[config.mk]
export PLATFORM = sky130hd
export DESIGN_NAME = serial_tx_arbiter_flat
export DESIGN_NICKNAME = d
export VERILOG_FILES = /design/src/rtl/serial_tx_arbiter_if.sv /design/src/rtl/serial_tx_arbiter.sv /design/src/flat_wrapper.sv
export SDC_FILE = /design/constraint.sdc
export NUM_CORES = 1
export LEC_CHECK = 0
export ABC_AREA = 0
export CORE_ASPECT_RATIO = 1.25
export CORE_MARGIN = 1
export CORE_UTILIZATION = 45
export DETAILED_ROUTE_END_ITERATION = 10
export PLACE_DENSITY = 0.8
export SETUP_SLACK_MARGIN = 0.02
export SYNTH_ARGS = -nofsm -noshare
export SYNTH_HDL_FRONTEND = slang
export SYNTH_SLANG_ARGS = --single-unit
[constraint.sdc]
create_clock -name clk -period 3.6 [get_ports clk]
set_input_delay 0.72 -clock clk [delete_from_list [all_inputs] [get_ports clk]]
set_output_delay 0.72 -clock clk [all_outputs]
set_load 0.005 [all_outputs]
[src/rtl/serial_tx_arbiter_if.sv]
// ---------------------------------------------------------------------------
// serial_tx_arbiter_if
// Bundle of the request-side handshake and the serial-line status outputs of
// serial_tx_arbiter.
//   enable     : master -> arbiter, allows new grants
//   req_valid  : master -> arbiter, one bit per requester
//   req_data   : master -> arbiter, requester i word at [7*i+6:7*i]
//   req_ready  : arbiter -> master, one-hot accept (combinational)
//   serial_out : arbiter -> line, idles high
//   busy       : arbiter -> master, frame in flight
//   grant_id   : arbiter -> master, index of the current/last granted requester
//   tx_done    : arbiter -> master, one-cycle pulse after a frame
// ---------------------------------------------------------------------------
interface serial_tx_arbiter_if #(
  parameter int N_REQ = 4
);
  logic                 enable;
  logic [N_REQ-1:0]     req_valid;
  logic [7*N_REQ-1:0]   req_data;
  logic [N_REQ-1:0]     req_ready;
  logic                 serial_out;
  logic                 busy;
  logic [2:0]           grant_id;
  logic                 tx_done;

  modport master (
    output enable, req_valid, req_data,
    input  req_ready, serial_out, busy, grant_id, tx_done
  );

  modport slave (
    input  enable, req_valid, req_data,
    output req_ready, serial_out, busy, grant_id, tx_done
  );
endinterface

[src/rtl/serial_tx_arbiter.sv]
// ---------------------------------------------------------------------------
// serial_tx_arbiter
// Round-robin arbiter sharing one serial line between N_REQ requesters.
// Each accepted 7-bit word is framed as: start (0), d0..d6 LSB first,
// even-parity bit, then STOP_BITS high stop cycles. One frame at a time.
// Ports:
//   clk  : clock
//   rstn : asynchronous active-low reset
//   bus  : serial_tx_arbiter_if.slave (requests in, line and status out)
// ---------------------------------------------------------------------------
module serial_tx_arbiter #(
  parameter int N_REQ     = 4,
  parameter int STOP_BITS = 1
) (
  input  logic               clk,
  input  logic               rstn,
  serial_tx_arbiter_if.slave bus
);
  localparam int DATA_W = 7;
  localparam int STOP_W = (STOP_BITS > 1) ? $clog2(STOP_BITS) : 1;

  localparam logic [1:0] S_IDLE  = 2'd0;
  localparam logic [1:0] S_START = 2'd1;
  localparam logic [1:0] S_DATA  = 2'd2;
  localparam logic [1:0] S_STOP  = 2'd3;

  logic [1:0]        state_q, state_d;
  logic [DATA_W:0]   shift_q, shift_d;     // {parity, word}, shifted out LSB first
  logic [2:0]        bit_cnt_q, bit_cnt_d;
  logic [STOP_W-1:0] stop_cnt_q, stop_cnt_d;
  logic [2:0]        ptr_q, ptr_d;
  logic [2:0]        grant_q, grant_d;
  logic              serial_q, serial_d;
  logic              done_q, done_d;

  logic              any_hi, any_all, can_grant;
  logic [2:0]        idx_hi, idx_all, pick;
  logic [N_REQ-1:0]  ready;
  logic [DATA_W-1:0] pick_data;

  // Bit that makes the 8 transmitted bits (word + parity) XOR to zero.
  function automatic logic even_parity(input logic [DATA_W-1:0] d);
    return ^d;
  endfunction

  // Round-robin search: lowest valid index at or above the pointer wins;
  // if none, wrap around to the lowest valid index overall.
  always_comb begin
    any_hi  = 1'b0;
    idx_hi  = '0;
    any_all = 1'b0;
    idx_all = '0;
    for (int i = N_REQ - 1; i >= 0; i--) begin
      if (bus.req_valid[i]) begin
        any_all = 1'b1;
        idx_all = 3'(i);
        if (3'(i) >= ptr_q) begin
          any_hi = 1'b1;
          idx_hi = 3'(i);
        end
      end
    end
    pick = any_hi ? idx_hi : idx_all;
  end

  // rstn is included so req_ready stays low while reset is held.
  assign can_grant = rstn && bus.enable && (state_q == S_IDLE) && any_all;

  always_comb begin
    ready     = '0;
    pick_data = '0;
    for (int i = 0; i < N_REQ; i++) begin
      if (3'(i) == pick) begin
        ready[i]  = can_grant;
        pick_data = bus.req_data[DATA_W*i +: DATA_W];
      end
    end
  end

  assign bus.req_ready  = ready;
  assign bus.serial_out = serial_q;
  assign bus.busy       = (state_q != S_IDLE);
  assign bus.grant_id   = grant_q;
  assign bus.tx_done    = done_q;

  // serial_d is the line value for the next cycle; it defaults to idle-high.
  always_comb begin
    state_d    = state_q;
    shift_d    = shift_q;
    bit_cnt_d  = bit_cnt_q;
    stop_cnt_d = stop_cnt_q;
    ptr_d      = ptr_q;
    grant_d    = grant_q;
    serial_d   = 1'b1;
    done_d     = 1'b0;
    case (state_q)
      S_IDLE: begin
        if (can_grant) begin
          shift_d  = {even_parity(pick_data), pick_data};
          grant_d  = pick;
          ptr_d    = (pick == 3'(N_REQ - 1)) ? 3'd0 : pick + 3'd1;
          serial_d = 1'b0;
          state_d  = S_START;
        end
      end
      S_START: begin
        serial_d  = shift_q[0];
        shift_d   = shift_q >> 1;
        bit_cnt_d = 3'd0;
        state_d   = S_DATA;
      end
      S_DATA: begin
        if (bit_cnt_q == 3'd7) begin
          stop_cnt_d = '0;
          state_d    = S_STOP;
        end else begin
          serial_d  = shift_q[0];
          shift_d   = shift_q >> 1;
          bit_cnt_d = bit_cnt_q + 3'd1;
        end
      end
      S_STOP: begin
        if (stop_cnt_q == STOP_W'(STOP_BITS - 1)) begin
          done_d  = 1'b1;
          state_d = S_IDLE;
        end else begin
          stop_cnt_d = stop_cnt_q + STOP_W'(1);
        end
      end
      default: state_d = S_IDLE;
    endcase
  end

  always_ff @(posedge clk or negedge rstn) begin
    if (!rstn) begin
      state_q    <= S_IDLE;
      bit_cnt_q  <= '0;
      stop_cnt_q <= '0;
      ptr_q      <= '0;
      grant_q    <= '0;
      serial_q   <= 1'b1;
      done_q     <= 1'b0;
    end else begin
      state_q    <= state_d;
      bit_cnt_q  <= bit_cnt_d;
      stop_cnt_q <= stop_cnt_d;
      ptr_q      <= ptr_d;
      grant_q    <= grant_d;
      serial_q   <= serial_d;
      done_q     <= done_d;
    end
  end

  // Shift register is only meaningful after an accept, so it carries no reset.
  always_ff @(posedge clk) begin
    shift_q <= shift_d;
  end
endmodule
[src/flat_wrapper.sv]
// flat-port wrapper written by rule: the top's interface ports become plain ports
module serial_tx_arbiter_flat 
#(
  parameter int N_REQ     = 4,
  parameter int STOP_BITS = 1
)
  (clk, rstn, bus_enable, bus_req_valid, bus_req_data, bus_req_ready, bus_serial_out, bus_busy, bus_grant_id, bus_tx_done);
  serial_tx_arbiter_if #(.N_REQ(N_REQ)) bus_i ();
  input  logic clk;
  input  logic rstn;
  input wire logic [$bits(bus_i.enable)-1:0] bus_enable;
  input wire logic [$bits(bus_i.req_valid)-1:0] bus_req_valid;
  input wire logic [$bits(bus_i.req_data)-1:0] bus_req_data;
  output wire logic [$bits(bus_i.req_ready)-1:0] bus_req_ready;
  output wire logic [$bits(bus_i.serial_out)-1:0] bus_serial_out;
  output wire logic [$bits(bus_i.busy)-1:0] bus_busy;
  output wire logic [$bits(bus_i.grant_id)-1:0] bus_grant_id;
  output wire logic [$bits(bus_i.tx_done)-1:0] bus_tx_done;
  assign bus_i.enable = bus_enable;
  assign bus_i.req_valid = bus_req_valid;
  assign bus_i.req_data = bus_req_data;
  assign bus_req_ready = bus_i.req_ready;
  assign bus_serial_out = bus_i.serial_out;
  assign bus_busy = bus_i.busy;
  assign bus_grant_id = bus_i.grant_id;
  assign bus_tx_done = bus_i.tx_done;
  serial_tx_arbiter #(.N_REQ(N_REQ), .STOP_BITS(STOP_BITS)) u_core (.clk(clk), .rstn(rstn), .bus(bus_i));
endmodule
# Word level (Yosys, flattened, before mapping)
# Cells that the tools add are included.
[word_totals]
reg_bits = 22
latch_bits = 0
ramBits = 0
romBits = 0
input_bits = 35
output_inout_bits = 10
wordCells = 93
mem_count = 0
[op_classes]
n_addsub = 3
multipliers = 0
div_mod_pow = 0
n_lt_le_gt_ge = 4
eq_ne = 12
shifts = 0
mux = 51
bitwise_logic = 0
reduce_logical = 15
[op_table]
columns = ["cell", "count"]
rows = [
  ["$mux 7", 4],
  ["$mux 3", 9],
  ["$pmux 8 s3", 1],
  ["$mux 1", 22],
  ["$mux 2", 9],
  ["$mux 8", 2],
  ["$pmux 2 s4", 1],
  ["$reduce_xor 7->1", 1],
  ["$add 3x1->3 const B", 2],
  ["$eq 2x3->1 const A", 2],
  ["$ge 1x3->1 const A", 2],
  ["$ge 2x3->1 const A", 2],
  ["$pmux 3 s2", 1],
  ["$reduce_and 2->1", 3],
  ["$reduce_and 3->1", 2],
  ["$reduce_bool 2->1", 3],
  ["$eq 2x2->1 const B", 2],
  ["$ne 2x1->1 const B", 2],
  ["$ne 2x2->1 const B", 2],
  ["$eq 1x3->1 const A", 1],
  ["$eq 3x2->1 const B", 1],
  ["$eq 3x3->1 const B", 1],
  ["$logic_and 1x1->1", 3],
  ["$logic_not 3->1", 1],
  ["6 further kinds", 6],
]

# Depth between registers and ports, before layout
# Gate-level depths: netlist (run 1).
[depth]
ltp_word = 18
depth_mapped = 13
ltp_nobuf = 12

# Worst setup path after synthesis (run 1)
# Ideal clock, no wire load.
[synth_timing]
kind = "input to register"
start = "input port bus_req_valid[2]"
end = "register u_core.shift_q[7] (data pin)"
setup_time_ps = 266
arrival_time_ps = 2816
required_ps = 3334
setup_slack_ps = 518
cell_stages = 12
n_path_buf = 1
cell_sequence = "mux2i_1 > nor2_1 > a311oi_1 > inv_1 > ha_1 > or2_1 > buf_6 > a221oi_2 > nor2_1 > xnor3_1 > xnor3_1 > nor2_1"
[synth_via]
elab_chain_len = 14
elab_cells_between_ends = 25
classes_between = "3 x eq/ne; 20 x mux; 2 x reduce/logical"
[synth_rtl]
columns = ["element", "line_no", "source"]
rows = [
  ["from (decl)", "flat_wrapper.sv:12", "input wire logic [$bits(bus_i.req_valid)-1:0] bus_req_valid;"],
  ["$mux 3 / $mux 1 (equally long branches)", "serial_tx_arbiter.sv:54", "if (bus.req_valid[i]) begin"],
  ["$mux 3 / $mux 1 (equally long branches)", "serial_tx_arbiter.sv:57", "if (3'(i) >= ptr_q) begin"],
  ["$mux 3 / $mux 1 (equally long branches)", "serial_tx_arbiter.sv:54", ""],
  ["$mux 3 / $mux 1 (equally long branches)", "serial_tx_arbiter.sv:57", ""],
  ["$mux 3 / $mux 1 (equally long branches)", "serial_tx_arbiter.sv:54", ""],
  ["$mux 3 (*)", "serial_tx_arbiter.sv:63", "pick = any_hi ? idx_hi : idx_all;"],
  ["named net u_core.pick[0]", "serial_tx_arbiter.sv:37", "logic [2:0] idx_hi, idx_all, pick;"],
  ["$logic_not 3->1", "serial_tx_arbiter.sv:73", "if (3'(i) == pick) begin"],
  ["$mux 7 (3 in series)", "serial_tx_arbiter.sv:73", ""],
  ["$mux 7 (*)", "serial_tx_arbiter.sv:73", ""],
  ["$reduce_xor 7->1 (*)", "serial_tx_arbiter.sv:43", "return ^d;"],
  ["$mux 8 (*)", "serial_tx_arbiter.sv:98", "if (can_grant) begin"],
  ["$pmux 8 s3 (*)", "serial_tx_arbiter.sv:96", "case (state_q)"],
  ["to (signal assigned)", "serial_tx_arbiter.sv:156", "shift_q <= shift_d;"],
  ["to (decl)", "serial_tx_arbiter.sv:28", "logic [DATA_W:0] shift_q, shift_d;"],
]
# Mark *: on every way through the listed nets, which the timed path passes. The rest lies on a longest branch. The select of a mux whose other input is x is not followed.
# A chain may end at the register's enable or synchronous reset.

# Worst setup path after layout (run 1)
[layout_timing]
start = "input port bus_req_valid[1]"
end = "output port bus_req_ready[3]"
[layout_via]
elab_chain_len = 6
elab_cells_between_ends = 14
classes_between = "1 x eq/ne; 12 x mux; 1 x reduce/logical"
[layout_rtl]
columns = ["element", "line_no", "source"]
rows = [
  ["$mux 3 / $mux 1 (equally long branches)", "serial_tx_arbiter.sv:54", ""],
  ["$mux 3 / $mux 1 (equally long branches)", "serial_tx_arbiter.sv:57", ""],
  ["$mux 3 / $mux 1 (equally long branches)", "serial_tx_arbiter.sv:54", ""],
  ["$mux 3 (*)", "serial_tx_arbiter.sv:63", ""],
  ["named net u_core.pick[1]", "serial_tx_arbiter.sv:37", ""],
  ["$eq 2x3->1 (*)", "serial_tx_arbiter.sv:73", ""],
  ["$mux 1 (*)", "serial_tx_arbiter.sv:73", ""],
  ["to (decl)", "flat_wrapper.sv:14", "output wire logic [$bits(bus_i.req_ready)-1:0] bus_req_ready;"],
]
# Mark *: on every way through the listed nets, which the timed path passes. The rest lies on a longest branch.

==> run summary, run 1 <==
run status: completed
clk sinks: 19
clk root buf: clkbuf_4
vias in the first global route: 1020
Worst-path clk slew: 100 ps
Cell Pwr Density: 799.3 nW/um2
PortBufs: 43
GRT Total Usage: 19.11%
CP max FO: 5
Net Sw Frac: 37.84%
worst slew pin tran: 544.9 ps
via count: 1142
Final ANT Viol Nets: 0
die area: 3095 um2
Core Region: 2706 um2
setup violators final: 0
clk_lat worst skew: 290 ps
Clock Tree Buf Depth: 2
ranking of synthesized cells by area: dfrtp_1, edfxtp_1, ha_1
Fillers: 200
Crit Path Class: in2out
CP required: 2880 ps
synthesized area per cell: 9.952 um2
DR WL/cell: 13.57 um
Vias/cell: 5.287
Async SR Flop Fraction: 57.89%
clock share of power: 7.1%
total grt overflow: 0
htree depth: 1
Inst Count DP: 212
non-filler instance count after layout: 216
sequential share of the synthesized area: 39.94%
TritonCTS buffer count: 3
WL met2: 1507 um
internal power: 0.9175 mW
Area Overhead vs Synth: 42.75%
Mapped Nets: 175
fin. max-slew vios: 0
CTS tree: yes
CP arrival: 2780 ps
combinational fraction of design power: 63.2%
initial antenna violation count: 0
routed wire length: 2931 um
Clock Skew: 6.804 ps
Static Leakage: 0.8172 nW
final worst-path cycle share: 97.23%
number of synthesized register bits: 19
CP startpoint kind: primary input
top sig layer: met4
initial core utilization: 47.80%
detailed-route DRC error count: 0
GPL Wtd Cong: 0.7969
commonest cells in the synthesized netlist: inv_1, nand2_1, dfrtp_1, ha_1
Detail Placement HPWL: 2327 um
Distinct cells, synth: 41
DIE HEIGHT: 61.95 um
post-route cell area: 1847 um2
cells after synthesis: 130
wire length on met1: 1261 um
Hold Vio Cnt, Final: 0
standard-cell row count: 21
Fmax: 285.7 MHz
Synth top area share: 19.34%
critical path endpoint category: primary output
prevailing post-synth register cell: dfrtp_1
number of synthesized flops with an enable pin: 8
register share of total power: 29.6%
DR iter-0 viols: 27
share of cells above drive strength 1: 12.09%
met3 routed WL: 137 um
relative slew slack: 63.68%
yosys warns: 0
Netlist Area Pre-Place: 1294 um2
DRT Pass-1 Iters: 4
Inserted Diodes: 0
dpl cell area: 1808 um2
Max Cap Viol: 0
RSZ-0062 raised after global routing: no
area leader, netlist: dfrtp_1
post-route minimum period: 3500 ps
largest net degree at the start of global routing: 20
Chip Width: 49.96 um
# IOs: 45
first-pass GRT wire length: 4436 um
HP Class: reg2reg
Psw: 0.5586 mW
Nets: 228
worst vdd rail ir drop: 498.0 uV
[power by group through the flow]
stage,Sequential [mW],Combinational [mW],Clock (mW)
floorplan,0.432,0.657,0
global placement,0.436,0.896,0
detailed placement,0.442,0.925,0
CTS,0.437,0.932,0.107
global route,0.450,1.03,0.115
finish,0.438,0.933,0.105
[routing by layer]
metal	vias to the layer above	GRT usage (%)
met3	2	1.703
li1	572	-
met2	44	34.94
met1	524	24.12
met4	0	6.122
met5	-	0
[metrics by stage]
step	hold WS, ps	utilization (%)	setup WS (ps)	TNS [ps]	total power, mW
floorplan	424.4	-	518.3	0	1.088
global placement	460.5	66.81	51.16	0	1.331
detailed placement	469.2	66.81	-32.70	-32.70	1.368
CTS	493.0	67.82	66.41	0	1.475
global route	519.3	68.24	20.28	0	1.598
finish	490.7	68.24	99.58	0	1.476
[cell type report]
cell class / count / area, um2 / share of cell area, %
sequential: 19 / 516.7 / 27.98
clock inverter: 1 / 5.005 / 0.2710
clock buffer: 3 / 22.52 / 1.220
tap: 34 / 42.54 / 2.304
multi-input combinational: 91 / 693.2 / 37.53
timing repair buffer: 53 / 510.5 / 27.64
inverter: 15 / 56.30 / 3.049
[worst max-delay path: stages]
cell and delay [ps]:
clkdlybuf4s50_1 470, a21oi_1 140, o21ai_1 80, a21oi_1 250, buf_4 160, ha_1 250, inv_1 80, nor2_1 110
clkdlybuf4s50_1 510
[worst paths after layout]
check	slack [ps]	to	depth (start not counted)	start
max	100	bus_req_ready[3]	9	bus_req_valid[1]
min	490	u_core.bus.serial_out$_DFF_PN1_	2	u_core.shift_q[0]$_DFFE_PP_
max reg2reg	660	u_core.shift_q[7]$_SDFFCE_PP0P_	12	u_core.ptr_q[1]$_DFFE_PN0P_
min reg2reg	490	u_core.bus.serial_out$_DFF_PN1_	2	u_core.shift_q[0]$_DFFE_PP_
max in group asynchronous	2620	u_core.bus.serial_out$_DFF_PN1_	2	rstn
min in group asynchronous	750	u_core.bus.grant_id[0]$_DFFE_PN0P_	2	rstn
[what timing repair did]
action / 4_1_cts / 5_1_grt
setup endpoints to repair: 0 / 5
hold buffers: 0 / 0
hold endpoints to repair: 0 / 0
gates resized for setup: 0 / 3
buffers inserted: 0 / 0
[logic make-up (layout without fill, tap and decap cells)]
kind of cell | Yosys count | count (layout) | synth area share [%]
and+or+nand+nor | 33 | 33 | 12.38
AOI/OAI and AO/OA | 39 | 39 | 22.73
other | 1 | 1 | 0.2899
buffers and inverters | 20 | 72 | 6.962
DFF | 19 | 19 | 39.94
muxes | 4 | 4 | 3.192
adders and majority gates | 10 | 10 | 9.671
xor gates and xnor gates | 4 | 4 | 4.836
[flip-flops by register name, summed over array words and instances (netlist names)]
| name | count |
|---|---|
| u_core.bus.serial_out | 1 |
| u_core.state_q | 2 |
| u_core.bus.tx_done | 1 |
| u_core.ptr_q | 2 |
| u_core.bit_cnt_q | 3 |
| u_core.bus.grant_id | 2 |
| u_core.shift_q | 8 |
[cells in the final DEF (no fill, tap or decap), types with 2 or more instances in the layout]
cell | netlist | final
xnor3_1 | 2 | 2
a221oi_1 | 2 | 2
o31ai_1 | 2 | 2
clkbuf_4 | 0 | 3
ha_1 | 10 | 10
o221ai_2 | 2 | 2
nor2_1 | 8 | 8
inv_1 | 14 | 14
dlymetal6s2s_1 | 0 | 2
o221ai_1 | 2 | 2
buf_4 | 2 | 10
xnor2_1 | 2 | 2
o22ai_1 | 5 | 5
clkdlybuf4s50_1 | 0 | 41
a221o_1 | 4 | 4
o21ai_1 | 8 | 8
a22oi_1 | 2 | 2
a21oi_1 | 6 | 6
nand2_1 | 14 | 14
mux2i_1 | 3 | 3
edfxtp_1 | 8 | 8
dfrtp_1 | 10 | 10
and2_1 | 3 | 3
Note: power is estimated with default switching activity, not from simulation.
==> inputs of run 2 (changes only) <==
--- a/config.mk
+++ b/config.mk
@@ -9,6 +9,7 @@
 export CORE_ASPECT_RATIO = 1.25
 export CORE_MARGIN = 1
 export CORE_UTILIZATION = 45
+export CTS_CLUSTER_SIZE = 40
 export DETAILED_ROUTE_END_ITERATION = 10
 export PLACE_DENSITY = 0.8
 export SETUP_SLACK_MARGIN = 0.02
==> results of run 2 <==
The final DEF is identical to that of run 1; final timing and power are the same.
==> inputs of run 3 (changes only) <==
--- a/config.mk
+++ b/config.mk
@@ -6,11 +6,13 @@
 export NUM_CORES = 1
 export LEC_CHECK = 0
 export ABC_AREA = 0
-export CORE_ASPECT_RATIO = 1.25
+export CAP_MARGIN = 20
+export CORE_ASPECT_RATIO = 1.5
 export CORE_MARGIN = 1
 export CORE_UTILIZATION = 45
 export CTS_CLUSTER_SIZE = 40
 export DETAILED_ROUTE_END_ITERATION = 10
+export GPL_TIMING_DRIVEN = 0
 export PLACE_DENSITY = 0.8
 export SETUP_SLACK_MARGIN = 0.02
 export SYNTH_ARGS = -nofsm -noshare
==> run summary, run 3 (same netlist as run 1, synthesis figures left out) <==
TritonCTS buffer count: 3
die area: 3098 um2
Worst-path clk slew: 70 ps
Max Cap Viol: 0
Inserted Diodes: 0
clk_lat worst skew: 260 ps
Max stage delay cell, worst path: clkdlybuf4s50_1
Core Region: 2705 um2
worst vdd rail ir drop: 546.7 uV
setup violators final: 0
worst slew pin tran: 831.8 ps
RSZ-0062 raised after global routing: yes
CP required: 2880 ps
# IOs: 45
hold slack final: 413.9 ps
run status: completed
Crit Path Class: in2out
Detail Placement HPWL: 2468 um
share of cells above drive strength 1: 10.61%
CTS tree: yes
non-filler instance count after layout: 216
standard-cell row count: 23
largest net degree at the start of global routing: 13
final worst-path cycle share: 98.00%
Nets: 225
CP startpoint kind: primary input
detailed-route DRC error count: 0
Cell Pwr Density: 814.8 nW/um2
Static Leakage: 0.7935 nW
GRT Total Usage: 22.71%
Chip Width: 45.78 um
first-pass GRT wire length: 5209 um
htree depth: 1
DR WL/cell: 14.02 um
DRT Pass-1 Iters: 4
routed wire length: 3029 um
DIE HEIGHT: 67.67 um
Fmax: 283.4 MHz
critical path endpoint category: primary output
relative slew slack: 44.54%
commonest non-fill, non-tap cells in the layout: clkdlybuf4s50_1, inv_1, nand2_1
Area Overhead vs Synth: 42.55%
DR iter-0 viols: 44
PortBufs: 43
total grt overflow: 0
fin. max-slew vios: 0
max reg flops: 8
Vias/cell: 5.412
largest registers: u_core.shift_q x8, u_core.bit_cnt_q x3
initial core utilization: 47.83%
largest register by flop count: u_core.shift_q
Clock Skew: 6.431 ps
Clock Tree Buf Depth: 2
CTS Hold Bufs: 0
post-route minimum period: 3528 ps
total negative slack: 0 ps
CP max FO: 8
CP arrival: 2810 ps
Hold Vio Cnt, Final: 0
worst path cell trace: clkdlybuf4s50_1, mux2i_1, nor2_1, a311oi_2, buf_4, ha_2, inv_1, nor2_1, clkdlybuf4s50_1
clk root buf: clkbuf_8
HP Class: in2async
vias in the first global route: 1205
via count: 1169
Worst path max stage delay: 510 ps
Inst Count DP: 210
commonest non-fill, non-tap cell in the layout: clkdlybuf4s50_1
clk sinks: 19
Final ANT Viol Nets: 0
initial antenna violation count: 0
GPL Wtd Cong: 0.7459
run 3: final timing paths:
kind | from | endpoint | cells past startpoint | slack [ps]
min | rstn | u_core.state_q[1]$_DFFE_PN0P_ | 1 | 410
max reg2reg | u_core.ptr_q[1]$_DFFE_PN0P_ | u_core.shift_q[7]$_SDFFCE_PP0P_ | 13 | 640
max in group asynchronous | rstn | u_core.bus.serial_out$_DFF_PN1_ | 1 | 2820
min reg2reg | u_core.shift_q[0]$_DFFE_PP_ | u_core.bus.serial_out$_DFF_PN1_ | 2 | 490
max | bus_req_valid[0] | bus_req_ready[3] | 9 | 70
min in group clk | u_core.shift_q[0]$_DFFE_PP_ | u_core.bus.serial_out$_DFF_PN1_ | 2 | 490
run 3: final cells by class:
cell class	instances	area, um2
timing repair buffer	45	445.4
multi-input combinational	91	699.4
fill	231	860.8
clock inverter	1	5.005
tap	37	46.29
sequential	19	516.7
inverter	15	56.30
clock buffer	3	41.29
buffer	5	33.78
run 3: metal layers:
metal / vias up / GRT usage, % / share of wire (%)
met5: - / 0 / 0
met4: 0 / 9.926 / 1.7
met3: 5 / 2.139 / 2.4
met2: 28 / 42.14 / 59
met1: 568 / 25.13 / 37
li1: 568 / - / -
run 3: power breakdown:
| group | leakage (nW) | switching (mW) | internal (mW) |
|---|---|---|---|
| clock network | 0.0255 | 0.0700 | 0.0769 |
| logic | 0.550 | 0.449 | 0.464 |
| registers | 0.218 | 0.0556 | 0.387 |
| total | 0.793 | 0.574 | 0.928 |
run 3: repair_timing:
action                     CTS  global route
buffers inserted             1             0
pin swaps                    1             0
setup endpoints to repair    5             4
resized for setup            2             2
gates cloned                 0             0
run 3: worst max-delay path, delay by kind of cell:
family          cells  cell delay, ps
buf+inv             4            1330
fa+ha+maj           1             210
simple gates        2             200
mux                 1             170
compound gates      1             170
run 3: through the flow:
| step | setup slack (ps) | instance area, um2 | total power [mW] | util [%] |
|---|---|---|---|---|
| 2_1_floorplan | 518.3 | 1294 | 1.088 | - |
| 3_3_place_gp | -206.6 | 1770 | 1.301 | 65.45 |
| 3_5_place_dp | -315.3 | 1770 | 1.343 | 65.45 |
| 4_1_cts | 28.15 | 1833 | 1.503 | 67.76 |
| 5_1_grt | -52.32 | 1844 | 1.631 | 68.18 |
| 6_report | 71.85 | 1844 | 1.503 | 68.18 |
